**src/rtl/cv32e40n_apu_resp_pkg.sv**
```systemverilog
// rtl/cv32e40n_apu_resp_pkg.sv - state, op-code, flag and queue entry definitions
package cv32e40n_apu_resp_pkg;
    typedef enum logic [2:0] {
        ST_IDLE,
        ST_EXEC,
        ST_MEM_REQ,
        ST_MEM_WAIT,
        ST_RESP
    } state_e;

    localparam logic [1:0] OP_ADD   = 2'd0;
    localparam logic [1:0] OP_LOAD  = 2'd1;
    localparam logic [1:0] OP_STORE = 2'd2;
    localparam logic [1:0] OP_ILL   = 2'd3;

    localparam int FLAG_ILL      = 0;
    localparam int FLAG_MISALIGN = 1;

    typedef struct packed {
        logic [1:0]  op;
        logic [31:0] op0;
        logic [31:0] op1;
    } req_entry_t;
endpackage

```
**src/rtl/cv32e40p_apu_core_pkg.sv**
```systemverilog
// rtl/cv32e40p_apu_core_pkg.sv - APU port widths shared with the cv32e40p core
package cv32e40p_apu_core_pkg;
    localparam int APU_NARGS_CPU    = 3;
    localparam int APU_WOP_CPU      = 6;
    localparam int APU_NDSFLAGS_CPU = 15;
    localparam int APU_NUSFLAGS_CPU = 5;
endpackage

```
**src/rtl/cv32e40n_apu_req_fifo.sv**
```systemverilog
// rtl/cv32e40n_apu_req_fifo.sv - in-order request queue, no push-on-full bypass
module cv32e40n_apu_req_fifo #(
    parameter int DEPTH = 4,
    parameter int WIDTH = 66
) (
    input  logic             clk_i,
    input  logic             rst_i,
    input  logic             push,
    input  logic [WIDTH-1:0] wdata,
    input  logic             pop,
    output logic [WIDTH-1:0] rdata,
    output logic             full,
    output logic             empty
);
    localparam int AW = $clog2(DEPTH);

    logic [WIDTH-1:0] mem [DEPTH];
    logic [AW-1:0]    wptr;
    logic [AW-1:0]    rptr;
    logic [AW:0]      count;
    logic             push_ok;
    logic             pop_ok;

    assign full    = (count == (AW+1)'(DEPTH));
    assign empty   = (count == '0);
    assign push_ok = push && !full;
    assign pop_ok  = pop && !empty;
    assign rdata   = mem[rptr];

    always_ff @(posedge clk_i) begin
        if (push_ok) begin
            mem[wptr] <= wdata;
        end
    end

    always_ff @(posedge clk_i) begin
        if (rst_i) begin
            wptr  <= '0;
            rptr  <= '0;
            count <= '0;
        end else begin
            if (push_ok) begin
                wptr <= wptr + AW'(1);
            end
            if (pop_ok) begin
                rptr <= rptr + AW'(1);
            end
            count <= count + {{AW{1'b0}}, push_ok} - {{AW{1'b0}}, pop_ok};
        end
    end
endmodule

```
**src/rtl/cv32e40n_apu_responder.sv**
```systemverilog
// rtl/cv32e40n_apu_responder.sv - queued APU responder with ALU latency and OBI load/store
module cv32e40n_apu_responder
    import cv32e40p_apu_core_pkg::*;
    import cv32e40n_apu_resp_pkg::*;
#(
    parameter int DEPTH     = 4,
    parameter int LATENCY   = 1,
    parameter int ADD_FLAGS = 1
) (
    input  logic                                  clk_i,
    input  logic                                  rst_i,
    input  logic [APU_NARGS_CPU-1:0][31:0]        apu_operands_i,
    input  logic [APU_WOP_CPU-1:0]                apu_op_i,
    input  logic [APU_NDSFLAGS_CPU-1:0]           apu_flags_i,
    input  logic                                  apu_req_i,
    output logic                                  apu_gnt_o,
    output logic                                  apu_rvalid_o,
    output logic [31:0]                           apu_result_o,
    output logic [APU_NUSFLAGS_CPU-1:0]           apu_flags_o,
    output logic                                  mem_master_sel,
    output logic                                  data_req_o,
    input  logic                                  data_gnt_i,
    input  logic                                  data_rvalid_i,
    output logic                                  data_we_o,
    output logic [3:0]                            data_be_o,
    output logic [31:0]                           data_addr_o,
    output logic [31:0]                           data_wdata_o,
    input  logic [31:0]                           data_rdata_i
);
    localparam logic [3:0] LAT_M1 = (LATENCY == 0) ? 4'd0 : 4'(LATENCY - 1);

    function automatic logic [APU_NUSFLAGS_CPU-1:0] mk_flags(input logic ill, input logic mis);
        logic [APU_NUSFLAGS_CPU-1:0] f;
        f                = '0;
        f[FLAG_ILL]      = ill;
        f[FLAG_MISALIGN] = mis;
        return f;
    endfunction

    state_e                      state;
    req_entry_t                  push_entry;
    req_entry_t                  head;
    req_entry_t                  cur;
    logic                        fifo_full;
    logic                        fifo_empty;
    logic                        pop;
    logic [3:0]                  cnt;
    logic [APU_NUSFLAGS_CPU-1:0] flags_q;
    logic                        unused_inputs;

    // Debug-only / undecoded inputs are intentionally not consumed.
    assign unused_inputs = ^{apu_flags_i, apu_op_i[APU_WOP_CPU-1:2], apu_operands_i[APU_NARGS_CPU-1:2]};

    assign apu_gnt_o  = !fifo_full;
    assign push_entry = '{op: apu_op_i[1:0], op0: apu_operands_i[0], op1: apu_operands_i[1]};
    assign pop        = (state == ST_IDLE) && !fifo_empty;

    cv32e40n_apu_req_fifo #(
        .DEPTH (DEPTH),
        .WIDTH ($bits(req_entry_t))
    ) u_req_fifo (
        .clk_i (clk_i),
        .rst_i (rst_i),
        .push  (apu_req_i && apu_gnt_o),
        .wdata (push_entry),
        .pop   (pop),
        .rdata (head),
        .full  (fifo_full),
        .empty (fifo_empty)
    );

    assign apu_flags_o = (ADD_FLAGS != 0) ? flags_q : '0;
    assign data_be_o   = data_req_o ? 4'hF : 4'h0;

    always_ff @(posedge clk_i) begin
        if (rst_i) begin
            state          <= ST_IDLE;
            cur            <= '0;
            cnt            <= '0;
            apu_result_o   <= '0;
            flags_q        <= '0;
            apu_rvalid_o   <= 1'b0;
            mem_master_sel <= 1'b0;
            data_req_o     <= 1'b0;
            data_we_o      <= 1'b0;
            data_addr_o    <= '0;
            data_wdata_o   <= '0;
        end else begin
            case (state)
                ST_IDLE: begin
                    if (!fifo_empty) begin
                        cur <= head;
                        case (head.op)
                            OP_ADD: begin
                                if (LATENCY == 0) begin
                                    apu_result_o <= head.op0 + head.op1;
                                    flags_q      <= '0;
                                    apu_rvalid_o <= 1'b1;
                                    state        <= ST_RESP;
                                end else begin
                                    cnt   <= '0;
                                    state <= ST_EXEC;
                                end
                            end
                            OP_LOAD, OP_STORE: begin
                                // Misaligned addresses are still issued word-aligned.
                                mem_master_sel <= 1'b1;
                                data_req_o     <= 1'b1;
                                data_addr_o    <= {head.op0[31:2], 2'b00};
                                data_we_o      <= (head.op == OP_STORE);
                                data_wdata_o   <= head.op1;
                                state          <= ST_MEM_REQ;
                            end
                            default: begin
                                apu_result_o <= '0;
                                flags_q      <= mk_flags(1'b1, 1'b0);
                                apu_rvalid_o <= 1'b1;
                                state        <= ST_RESP;
                            end
                        endcase
                    end
                end
                ST_EXEC: begin
                    if (cnt == LAT_M1) begin
                        apu_result_o <= cur.op0 + cur.op1;
                        flags_q      <= '0;
                        apu_rvalid_o <= 1'b1;
                        state        <= ST_RESP;
                    end else begin
                        cnt <= cnt + 4'd1;
                    end
                end
                ST_MEM_REQ: begin
                    if (data_gnt_i) begin
                        data_req_o <= 1'b0;
                        state      <= ST_MEM_WAIT;
                    end
                end
                ST_MEM_WAIT: begin
                    if (data_rvalid_i) begin
                        mem_master_sel <= 1'b0;
                        apu_result_o   <= (cur.op == OP_LOAD) ? data_rdata_i : 32'd0;
                        flags_q        <= mk_flags(1'b0, cur.op0[1:0] != 2'b00);
                        apu_rvalid_o   <= 1'b1;
                        state          <= ST_RESP;
                    end
                end
                ST_RESP: begin
                    apu_rvalid_o <= 1'b0;
                    state        <= ST_IDLE;
                end
                default: begin
                    state <= ST_IDLE;
                end
            endcase
        end
    end
endmodule
```
**config.mk**
```make
export PLATFORM = sky130hd
export DESIGN_NAME = cv32e40n_apu_responder
export DESIGN_NICKNAME = d
export VERILOG_FILES = /design/src/rtl/cv32e40n_apu_resp_pkg.sv /design/src/rtl/cv32e40p_apu_core_pkg.sv /design/src/rtl/cv32e40n_apu_req_fifo.sv /design/src/rtl/cv32e40n_apu_responder.sv
export SDC_FILE = /design/constraint.sdc
export NUM_CORES = 1
export LEC_CHECK = 0
export ABC_CLOCK_PERIOD_IN_PS = 5950
export CAP_MARGIN = 20
export CORE_MARGIN = 2
export CORE_UTILIZATION = 59
export CTS_CLUSTER_DIAMETER = 150
export DETAILED_ROUTE_END_ITERATION = 10
export HOLD_SLACK_MARGIN = 0.12
export PLACE_DENSITY = 0.86
export SYNTH_ARGS = -nofsm -noshare
export SYNTH_HDL_FRONTEND = slang
export SYNTH_SLANG_ARGS = --single-unit
```
**constraint.sdc**
```tcl
create_clock -name clk_i -period 5.95 [get_ports clk_i]
set_clock_uncertainty 0.05 [all_clocks]
set_input_delay 0.8925 -clock clk_i [delete_from_list [all_inputs] [get_ports clk_i]]
set_output_delay 0.8925 -clock clk_i [all_outputs]
set_load 0.02 [all_outputs]
```
* Word-level counts from Yosys, hierarchy flattened
Memories as Yosys holds them, arrays and structs flattened. A register that Yosys moved wholly into a read port is not among the register bits. Cells that the tools add are included.
Operators by class: eq/ne operators 16, bitwise logic cells 1, reductions and logical operators 26, multiplexer cells 37, add/sub/neg operators 6
Operator list (number):
- two-way mux 32 bit | 5
- one-hot mux 32 bit (3 select lines) | 1
- adder 32 bit | 1
- two-way mux 5 bit | 4
- two-way mux 4 bit | 4
- AND reduction 4 bit | 4
- one-hot mux 5 bit (3 select lines) | 1
- two-way mux 3 bit | 4
- != test 2 bit, second input constant | 6
- one-hot mux 3 bit (4 select lines) | 1
- two-way mux 1 bit | 10
- AND reduction 5 bit | 2
- one-hot mux 4 bit (2 select lines) | 1
- nonzero test 2 bit | 4
- == test 3 x 2 -> 1 bit, second input constant | 2
- == test 3 bit, second input constant | 2
- logical NOT 3 bit | 2
- one-hot mux 3 bit (2 select lines) | 1
- adder 2 x 1 -> 2 bit, second input constant | 2
- adder 4 x 1 -> 4 bit, second input constant | 1
- == test 2 x 1 -> 1 bit, second input constant | 2
- logical AND 1 bit | 4
- logical NOT 4 bit | 1
- two-way mux 2 bit | 2
- other kinds (16) | 19
Word-level totals: memories 1, memory bits (writable) 264, output and inout bits 110, bits in registers 183, input bits 154, logic and storage cells 103
Memory list:
- u_req_fifo.mem | words 4, width 66, rd ports 1, clocked after memory_dff 1, write ports 1, RTL line cv32e40n_apu_req_fifo.sv:17 | logic [WIDTH-1:0] mem [DEPTH];

* Logic depth before layout (Yosys ltp)
Gate-level depths: netlist of run 1.
depth after elaboration 6, mapped depth 14, gate-level depth less buffers 11

* By module
A second synthesis of run 1 with hierarchy kept.
Second synthesis, totals: cell total of the unflattened synthesis 1456, area total of the unflattened synthesis 18198.7 um2
By module, submodules not included:
- cv32e40n_apu_req_fifo | area an instance 9984.6 um2, instances 1, cells an instance 395, seq. area each 8107.8 um2
- cv32e40n_apu_responder | area an instance 8214.1 um2, instances 1, cells an instance 1061, seq. area each 3463.3 um2

* Least setup slack after synthesis of run 1
No wires, ideal clock.
kind input to register, start in apu_req_i, end mem u_req_fifo.mem[0][0] (enable), path buffers 0, cell stages on the path 1, library setup time 0.432 ns, required time 5.468 ns, arrival 2.482 ns, slack 2.986 ns, cell sequence and3_1
Between the ends: cells in the longest elaborated chain, start to end 4
Ends and longest elaborated chain:
- from (decl) | RTL line cv32e40n_apu_responder.sv:15 | input logic apu_req_i,
- logical AND 1 bit | RTL line cv32e40n_apu_responder.sv:64 | .push (apu_req_i && apu_gnt_o),
- logical AND 1 bit | RTL line cv32e40n_apu_req_fifo.sv:26 | assign push_ok = push && !full;
- two-way mux 1 bit | RTL line cv32e40n_apu_req_fifo.sv:31 | if (push_ok) begin
- two-way mux 1 bit (implied by the code) | RTL line cv32e40n_apu_req_fifo.sv:32 | mem[wptr] <= wdata;
- to (decl) | RTL line cv32e40n_apu_req_fifo.sv:17
No other way between the ends.

==> flow_metrics.py, run 1 <==
metrics = {
    "status": {
        "outcome": "finished, final reports clean",
    },
    "logic_synthesis": {
        "synth.avg_cell_area_um2": 12.5,
        "synthFlopType": "edfxtp_1",
        "synth.top_cell.area_share": 0.438,
        "async_flop_share": 0,
        "synth-simple-area-share": 0.102,
        "synth-xor-area-share": 0.0121,
        "netlist_instances": 1452,
        "synth_area_um2": 18100,
        "seq_area_frac_synth": 0.640,
        "synth_top_family_by_area": "compound AO/OA/AOI/OAI gates",
        "synth_compound_gate_area_share": 0.105,
        "synth_top_area_cell": "edfxtp_1",
        "synthTopCellsByCount": "nand2_1 (307), edfxtp_1 (264), dfxtp_1 (182)",
        "muxShareOfSynthArea": 0.0827,
        "synth_edf_count": 264,
        "synth_warnings": 0,
        "synth-seq-cells": 446,
        "yosysMostFrequentCell": "nand2_1",
        "synthAdderAreaFrac": 0.0320,
        "synth.distinct_cells": 68,
        "synth_area_leaders": "edfxtp_1 (44%), dfxtp_1 (20%), mux4_2 (8.2%)",
    },
    "clock_tree": {
        "htree_num_levels": 2,
        "cts.sinks": 446,
        "clkTransAtPathRegs_ns": 0.06,
        "cts_max_path_buffers": 3,
        "root_buffer": "clkbuf_16",
        "insertion_delay_ns": 0.54,
        "cts.repair.resized": 0,
        "cts_buffers": 43,
        "postCtsHoldBufs": 0,
        "cts_tree": "done",
        "post_cts_buffers": 0,
    },
    "layout": {
        "areaGrowthSynthToFinish_pct": 20.4,
        "final_area_um2": 21800,
        "drive_gt1_frac": 0.0966,
        "nFillCells": 2029,
        "final_util": 0.716,
        "final_nets": 1831,
    },
    "power_and_ir_drop": {
        "vdd_drop_max_mv": 0.343,
        "p_leak_nw": 7.43,
        "pwr_density_cell_nw_per_um2": 484,
    },
    "floorplan": {
        "initial_core_util": 0.594,
        "rows": 64,
        "dieWidth_um": 179,
        "ios": 264,
        "die_h_um": 179,
        "core_area_um2": 30400,
        "die-area_um2": 32100,
    },
    "place": {
        "hpwl_um": 29200,
        "routabilityCongestion": 0.898,
        "pre_cts_ws_ns": 2.39,
        "postPlaceCellArea_um2": 20400,
        "port_buffers": 207,
    },
    "worst_setup_path": {
        "start_kind": "register",
        "crit_path_end_kind": "register",
        "arrival_ns": 3.93,
        "worst-setup-path-type": "register to register",
        "crit_required_ns": 6.35,
        "path_max_fanout": 38,
    },
    "routing": {
        "viasPerCell": 6.02,
        "ant_nets": 0,
        "drc": 0,
        "wl_per_cell_um": 21.7,
        "firstDrtPassIters": 5,
        "first_iter_violations": 1251,
        "wl_um": 44700,
        "dr_total_vias": 12400,
    },
    "sta": {
        "finalSetupTns_ns": 0,
        "tightest_slew_ns": 1.11,
        "drv_slew": 0,
        "grt_setup_unrepaired": "false",
        "fmaxAchievable_mhz": 283,
        "fin_crit_ns": 3.54,
        "relSlewSlack": 0.257,
        "finalCritPeriodShare": 0.594,
        "finalHoldViolCount": 0,
        "worst_slack_ns": 2.41,
        "finalSetupViolations": 0,
    },
    "grt": {
        "grt_max_degree": 105,
        "track_usage": 0.277,
        "overflow": 0,
        "grt_pass1_wl_um": 66600,
        "grt_pass1_vias": 12100,
        "grt_antenna_before_repair": 2,
    },
    "job": {
        "maxCapViolations": 0,
    },
    "min_path": {
        "hp-start": "data_we_o",
        "hold_path.class": "register to register",
    },
}
[metal layers]
layer  track usage  share of wire  vias to the layer above  routed length, µm
li1              -              -                     5689                  -
met1         0.366           0.40                     6103              17800
met2         0.462           0.49                      535              21700
met3        0.0509          0.081                       87               3640
met4         0.101          0.034                        2               1530
met5             0        0.00029                        -                 13
[worst max-delay path, cell delays in order (launching register included)]
cell     delay (ns)
dfxtp_4        0.83
mux4_2         0.63
inv_1          0.12
ha_1           0.19
and2_2         0.77
buf_4          0.48
nand2_1        0.12
a21oi_1        0.22
[cell usage in the layout (no fill, tap or decap), types with 11 or more instances in the layout]
cell type and instances:
a211oi_1 12, clkbuf_1 14, a21oi_1 181, clkdlybuf4s50_1 206, o22ai_1 12, clkbuf_16 44
inv_1 20, edfxtp_1 264, ha_1 43, xor2_1 12, buf_4 15, dfxtp_1 180
nand3_1 11, mux4_2 66, o21ai_0 22, a22oi_1 21, a21o_1 11, nand2_1 306
nor2_1 62, xnor2_1 13
[path summary, 6_finish.rpt]
check | slack [ns] | cells past startpoint | end
max | 2.41 | 7 | data_addr_o[12]
min | 0.40 | 2 | data_we_o
max reg2reg | 2.41 | 7 | data_addr_o[12]
min reg2reg | 0.40 | 2 | data_we_o
[cell families after synthesis]
family | after synthesis
other cells | 1
flops | 446
simple gates | 441
fa+ha+maj | 45
xor+xnor | 25
buf+inv | 112
compound gates | 315
mux | 67
[area by class of cell]
type / count / area (µm²) / area share
flip-flops and latches: 446 / 11600 / 0.532
multi-input cells: 898 / 6060 / 0.278
repair buffers: 221 / 2170 / 0.0999
clock buffers: 67 / 1280 / 0.0587
well taps: 396 / 495 / 0.0228
clock inverters: 12 / 101 / 0.00465
inverters: 22 / 82.6 / 0.00379
diodes: 1 / 2.50 / 0.000115
[sequential cells by signal, summed over array words and instances (netlist names), 3 cells and up, named ones only]
register,cells
apu_result_o,32
cnt,4
cur,66
data_addr_o,30
data_wdata_o,32
state,3
u_req_fifo.count,3
u_req_fifo.mem,264
[through the flow]
step | hold slack [ns] | cells | power, mW
after CTS | 0.404 | 2062 | 10.5
final | 0.401 | 2063 | 10.5
after floorplan | 0.382 | 1456 | 6.55
after global routing | 0.426 | 2062 | 11.0
after global placement | 0.392 | 1983 | 7.75
after detailed placement | 0.399 | 1983 | 7.90
[report_power, final]
| group | leakage (nW) | switching, mW | internal [mW] | total, mW |
|---|---|---|---|---|
| clock | 0.680 | 1.12 | 1.52 | 2.65 |
| combinational | 2.85 | 2.29 | 1.35 | 3.64 |
| sequential | 3.90 | 0.383 | 3.88 | 4.26 |
| total | 7.43 | 3.79 | 6.75 | 10.5 |
No activity file was read; power rests on OpenSTA's default activity.
==> run 2, diff against run 1 <==
--- a/config.mk
+++ b/config.mk
@@ -5,14 +5,14 @@
 export SDC_FILE = /design/constraint.sdc
 export NUM_CORES = 1
 export LEC_CHECK = 0
-export ABC_CLOCK_PERIOD_IN_PS = 5950
+export ABC_CLOCK_PERIOD_IN_PS = 3650
 export CAP_MARGIN = 20
 export CORE_MARGIN = 2
-export CORE_UTILIZATION = 59
+export CORE_UTILIZATION = 54
 export CTS_CLUSTER_DIAMETER = 150
 export DETAILED_ROUTE_END_ITERATION = 10
 export HOLD_SLACK_MARGIN = 0.12
-export PLACE_DENSITY = 0.86
+export PLACE_DENSITY = 0.79
 export SYNTH_ARGS = -nofsm -noshare
 export SYNTH_HDL_FRONTEND = slang
 export SYNTH_SLANG_ARGS = --single-unit
==> constraint.sdc (replaced) <==
create_clock -name clk_i -period 3.65 [get_ports clk_i]
set_clock_uncertainty 0.05 [all_clocks]
set_input_delay 0.5475 -clock clk_i [delete_from_list [all_inputs] [get_ports clk_i]]
set_output_delay 0.5475 -clock clk_i [all_outputs]
set_load 0.02 [all_outputs]
==> run 2 against run 1 <==
  * Clock power up 68%
  * Register-to-register slack lost 1.8 ns
  * Critical path depth up 4
  * Die area up 9.1%
  * Sequential share of layout area fell by 0.58 points
  * Worst hold slack worse by 0.027 ns
  * Combinational power is 64% higher
  * Design area increased by 1.1%
  * Global-route usage down 3.1 points
  * Utilization down 5.4 points
  * Via count shrank 1.4%
  * Largest power group unchanged
==> flow_metrics.py, run 2 (synthesis results as in run 1) <==
metrics = {
    "status": {
        "outcome": "finished, final reports clean",
    },
    "grt": {
        "grt_max_degree": 143,
        "track_usage": 0.246,
        "grt_antenna_before_repair": 1,
        "overflow": 0,
        "grt_pass1_vias": 12200,
        "grt_pass1_wl_um": 67200,
    },
    "routing": {
        "wl_per_cell_um": 20.4,
        "viasPerCell": 5.77,
        "wl_um": 43200,
        "firstDrtPassIters": 6,
        "dr_total_vias": 12200,
        "first_iter_violations": 1032,
        "ant_nets": 0,
        "drc": 0,
    },
    "worst_setup_path": {
        "start_kind": "register",
        "critical-path-max-stage-delay_ns": 0.39,
        "crit_slowest_cell": "fa_1",
        "crit_path_end_kind": "register",
        "crit_buf_inv": 1,
        "crit_required_ns": 4.05,
        "crit_family": "compound AO/OA/AOI/OAI gates",
        "arrival_ns": 3.42,
        "path_max_fanout": 4,
        "path_cells": "ha_1 -> inv_1 -> fa_1 -> nand2b_1 -> a21oi_1 -> a21oi_1 -> a21o_1 -> a21oi_1 -> nor4b_1 -> a211oi_1 -> a221oi_1",
        "worst-setup-path-type": "register to register",
        "crit_top_cell": "a21oi_1",
    },
    "layout": {
        "finalNonFillerCells": 2121,
        "drive_gt1_frac": 0.0992,
        "areaGrowthSynthToFinish_pct": 21.7,
        "final_util": 0.661,
        "final_nets": 1837,
        "layout_common_cells": "nand2_1 (306), edfxtp_1 (264), clkdlybuf4s50_1 (206)",
        "largest_register_ffs": 264,
        "final_area_um2": 22000,
        "antenna_cells": 0,
        "top_regs": "u_req_fifo.mem x264, cur x66",
        "mostFrequentLayoutCell": "nand2_1",
        "top_register": "u_req_fifo.mem",
        "nFillCells": 2410,
    },
    "sta": {
        "finalHoldViolCount": 0,
        "hold_slack_ns": 0.374,
        "relSlewSlack": 0.391,
        "tightest_slew_ns": 0.914,
        "worst_slack_ns": 0.636,
        "finalSetupViolations": 0,
        "finalSetupTns_ns": 0,
        "grt_setup_unrepaired": "false",
        "fin_crit_ns": 3.01,
        "fmaxAchievable_mhz": 332,
        "finalCritPeriodShare": 0.826,
        "drv_slew": 0,
    },
    "place": {
        "postPlaceCellArea_um2": 20600,
        "dp.cells": 2040,
        "port_buffers": 207,
        "hpwl_um": 28500,
        "routabilityCongestion": 0.905,
        "pre_cts_ws_ns": 0.602,
    },
    "power_and_ir_drop": {
        "p_leak_nw": 7.50,
        "report.power.total_mw": 17.3,
        "pwr_density_cell_nw_per_um2": 786,
        "vdd_drop_max_mv": 0.522,
    },
    "clock_tree": {
        "cts_buffers": 44,
        "cts.sinks": 446,
        "root_buffer": "clkbuf_16",
        "postCtsHoldBufs": 0,
        "insertion_delay_ns": 0.54,
        "cts_max_path_buffers": 3,
        "htree_num_levels": 2,
        "cts.repair.resized": 0,
        "cts_tree": "done",
        "post_cts_buffers": 0,
        "clkTransAtPathRegs_ns": 0.07,
    },
    "floorplan": {
        "dieWidth_um": 187,
        "initial_core_util": 0.544,
        "ios": 264,
        "core_area_um2": 33300,
        "die-area_um2": 35000,
        "die_h_um": 187,
        "rows": 67,
    },
    "job": {
        "maxCapViolations": 0,
    },
    "min_path": {
        "hold_path.class": "input pin to register",
    },
}
run 2: power breakdown:
part | leakage [nW] | switching (mW) | internal [mW]
Clock | 0.699 | 1.84 | 2.61
Sequential | 3.90 | 0.561 | 6.31
Combinational | 2.90 | 3.69 | 2.28
run 2: cell type report:
| cell class | count | area (µm²) | area share |
|---|---|---|---|
| clock buffer | 61 | 1200 | 0.0547 |
| clock inverter | 20 | 226 | 0.0103 |
| inverter | 22 | 82.6 | 0.00375 |
| multi-input combinational | 898 | 6060 | 0.275 |
| sequential | 446 | 11600 | 0.526 |
| tap | 448 | 561 | 0.0255 |
| timing repair buffer | 226 | 2300 | 0.104 |
run 2: routing by layer:
metal,global-route usage,share of wire
met2,0.406,0.48
met4,0.0958,0.035
met3,0.0417,0.075
met5,0,0.00032
met1,0.330,0.41
run 2: worst register-to-register path: cells and delay by family (launching register included):
| family | cells | cell delay, ns |
|---|---|---|
| AO/OA/AOI/OAI | 6 | 1.31 |
| adder cells (fa/ha/maj) | 2 | 0.62 |
| AND/OR/NAND/NOR | 2 | 0.51 |
| flip-flops | 1 | 0.35 |
| buffers and inverters | 1 | 0.07 |
run 2: worst paths after layout:
| kind | startpoint | to | slack, ns | cells past startpoint |
|---|---|---|---|---|
| min reg2reg | data_addr_o[21] | data_addr_o[21] | 0.40 | 2 |
| max | cur[32] | apu_result_o[26] | 0.64 | 11 |
| max reg2reg | cur[32] | apu_result_o[26] | 0.64 | 11 |
| min | rst_i | apu_flags_o[1] | 0.37 | 2 |
==> run 3, diff against run 2 <==
--- a/config.mk
+++ b/config.mk
@@ -5,7 +5,7 @@
 export SDC_FILE = /design/constraint.sdc
 export NUM_CORES = 1
 export LEC_CHECK = 0
-export ABC_CLOCK_PERIOD_IN_PS = 3650
+export ABC_CLOCK_PERIOD_IN_PS = 3100
 export CAP_MARGIN = 20
 export CORE_MARGIN = 2
 export CORE_UTILIZATION = 54
==> constraint.sdc (replaced) <==
create_clock -name clk_i -period 3.1 [get_ports clk_i]
set_clock_uncertainty 0.05 [all_clocks]
set_input_delay 0.465 -clock clk_i [delete_from_list [all_inputs] [get_ports clk_i]]
set_output_delay 0.465 -clock clk_i [all_outputs]
set_load 0.02 [all_outputs]
==> run 3 against run 2 <==
  * Die area is the same
  * Total power grew 20%
  * Highest routed layer unchanged
  * Worst hold slack lost 0.12 ns
  * First-iteration DRC count shrank 5.0%
  * Non-clock buffer count grew 20
  * Sequential power grew 18%
  * Global-route usage grew 1.0 points
  * Count of clock-buffer cells in the layout shrank 8
  * Via count grew 1.7%
  * Sequential share of layout area shrank 0.60 points
  * Final cell count grew 1.0%
==> flow_metrics.py, run 3 (synthesis results as in run 1) <==
metrics = {
    "status": {
        "outcome": "finished, final reports clean",
    },
    "routing": {
        "dr_total_vias": 12500,
        "viasPerCell": 5.81,
        "drc": 0,
        "firstDrtPassIters": 5,
        "first_iter_violations": 980,
        "ant_nets": 0,
        "wl_um": 45100,
        "wl_per_cell_um": 21.0,
    },
    "floorplan": {
        "ios": 264,
        "rows": 67,
        "core_area_um2": 33300,
        "die_h_um": 187,
        "dieWidth_um": 187,
        "initial_core_util": 0.544,
        "die-area_um2": 35000,
    },
    "layout": {
        "finalNonFillerCells": 2143,
        "top_regs": "u_req_fifo.mem x264, cur x66",
        "largest_register_ffs": 264,
        "multi_input_area_um2": 6070,
        "areaGrowthSynthToFinish_pct": 23.1,
        "final_nets": 1857,
        "mostFrequentLayoutCell": "nand2_1",
        "final_area_um2": 22300,
        "top_register": "u_req_fifo.mem",
        "nFillCells": 2315,
        "drive_gt1_frac": 0.117,
        "layout_common_cells": "nand2_1 (306), edfxtp_1 (264), clkdlybuf4s50_1 (206)",
        "seqCellArea_um2": 11600,
    },
    "min_path": {
        "min_to": "u_req_fifo.count[1]",
        "hold_depth": 2,
        "hp-start": "rst_i",
        "hold_path.class": "input pin to register",
    },
    "sta": {
        "drv_slew": 0,
        "fin_crit_ns": 2.85,
        "fmaxAchievable_mhz": 351,
        "grt_setup_unrepaired": "false",
        "relSlewSlack": 0.435,
        "finalSetupViolations": 0,
        "finalHoldViolCount": 0,
        "hold_slack_ns": 0.249,
        "finalCritPeriodShare": 0.920,
        "tightest_slew_ns": 0.847,
        "finalSetupTns_ns": 0,
    },
    "worst_setup_path": {
        "path_max_fanout": 4,
        "arrival_ns": 3.26,
        "r2r_cells": 12,
        "crit-reg2reg-launch": "cur[32]",
        "r2r_setup_slack_ns": 0.25,
        "crit_required_ns": 3.51,
        "crit_path_start": "cur[32]",
        "rr_endpoint": "apu_result_o[26]",
        "crit_path_end_kind": "register",
        "worst-setup-path-type": "register to register",
        "start_kind": "register",
    },
    "power_and_ir_drop": {
        "p_leak_nw": 7.67,
        "vdd_drop_max_mv": 0.662,
        "report.power.total_mw": 20.8,
        "pwr_density_cell_nw_per_um2": 934,
    },
    "place": {
        "postPlaceCellArea_um2": 20700,
        "routabilityCongestion": 0.909,
        "dp.cells": 2060,
        "port_buffers": 207,
        "hpwl_um": 30700,
    },
    "clock_tree": {
        "root_buffer": "clkbuf_16",
        "clkTransAtPathRegs_ns": 0.06,
        "cts_max_path_buffers": 3,
        "post_cts_buffers": 0,
        "cts.repair.resized": 0,
        "postCtsHoldBufs": 0,
        "cts.sinks": 446,
        "htree_num_levels": 2,
        "cts_buffers": 44,
        "cts_tree": "done",
        "insertion_delay_ns": 0.56,
    },
    "job": {
        "maxCapViolations": 0,
    },
    "grt": {
        "grt_pass1_wl_um": 69500,
        "grt_max_degree": 150,
        "grt_antenna_before_repair": 2,
        "grt_pass1_vias": 12400,
        "track_usage": 0.257,
        "overflow": 0,
    },
}
-- run 3: cell count changes in the layout (fill, tap and decap cells not counted), sizes merged --
cell	previous run	this run
buf	20	40
diode	0	1
clkbuf	61	53
clkinvlp	1	0
bufinv	4	5
clkinv	13	20
inv	24	26
-- run 3: how the worst max path moves through the flow --
stage / to / slack [ns] / cells past startpoint
2_1_floorplan: u_req_fifo.mem[0][0] / 0.33 / 3
3_5_place_dp: apu_result_o[26] / 0.23 / 12
6_report: apu_result_o[26] / 0.25 / 12
4_1_cts: apu_result_o[26] / 0.20 / 12
5_1_grt: apu_result_o[26] / 0.04 / 12
3_3_place_gp: apu_result_o[20] / 0.32 / 11
-- run 3: area by class of cell --
class	instances	share of cell area
clock inverter	29	0.0139
clock buffer	53	0.0542
tap	448	0.0252
antenna	1	0.000112
timing repair buffer	246	0.111
sequential	446	0.520
multi-input combinational	898	0.272
inverter	22	0.00371
-- run 3: per-stage QoR --
step | utilization | setup WS (ns)
2_1_floorplan | - | 0.328
6_report | 0.669 | 0.249
5_1_grt | 0.669 | 0.0438
3_5_place_dp | 0.623 | 0.233
4_1_cts | 0.669 | 0.200
3_3_place_gp | 0.623 | 0.323
-- run 3: routing by layer --
metal / vias up / wire, µm / track usage
met4: 2 / 1500 / 0.0931
li1: 5738 / - / -
met2: 492 / 21800 / 0.427
met5: - / 16 / 0
met3: 84 / 3020 / 0.0430
met1: 6134 / 18800 / 0.343
-- run 3: worst max-delay path: stages (launching register included) --
cell	delay (ns)
dfxtp_1	0.35
ha_1	0.22
inv_1	0.07
fa_1	0.39
nand2b_1	0.21
a21oi_2	0.19
a21oi_1	0.16
a21o_1	0.20
a21oi_1	0.13
buf_4	0.16
nor4b_1	0.29
a211oi_1	0.08
a221oi_1	0.26
-- run 3: power by group --
| part | switching, mW | internal, mW |
|---|---|---|
| Sequential | 0.663 | 7.43 |
| Combinational | 4.45 | 2.75 |
| Clock | 2.27 | 3.23 |
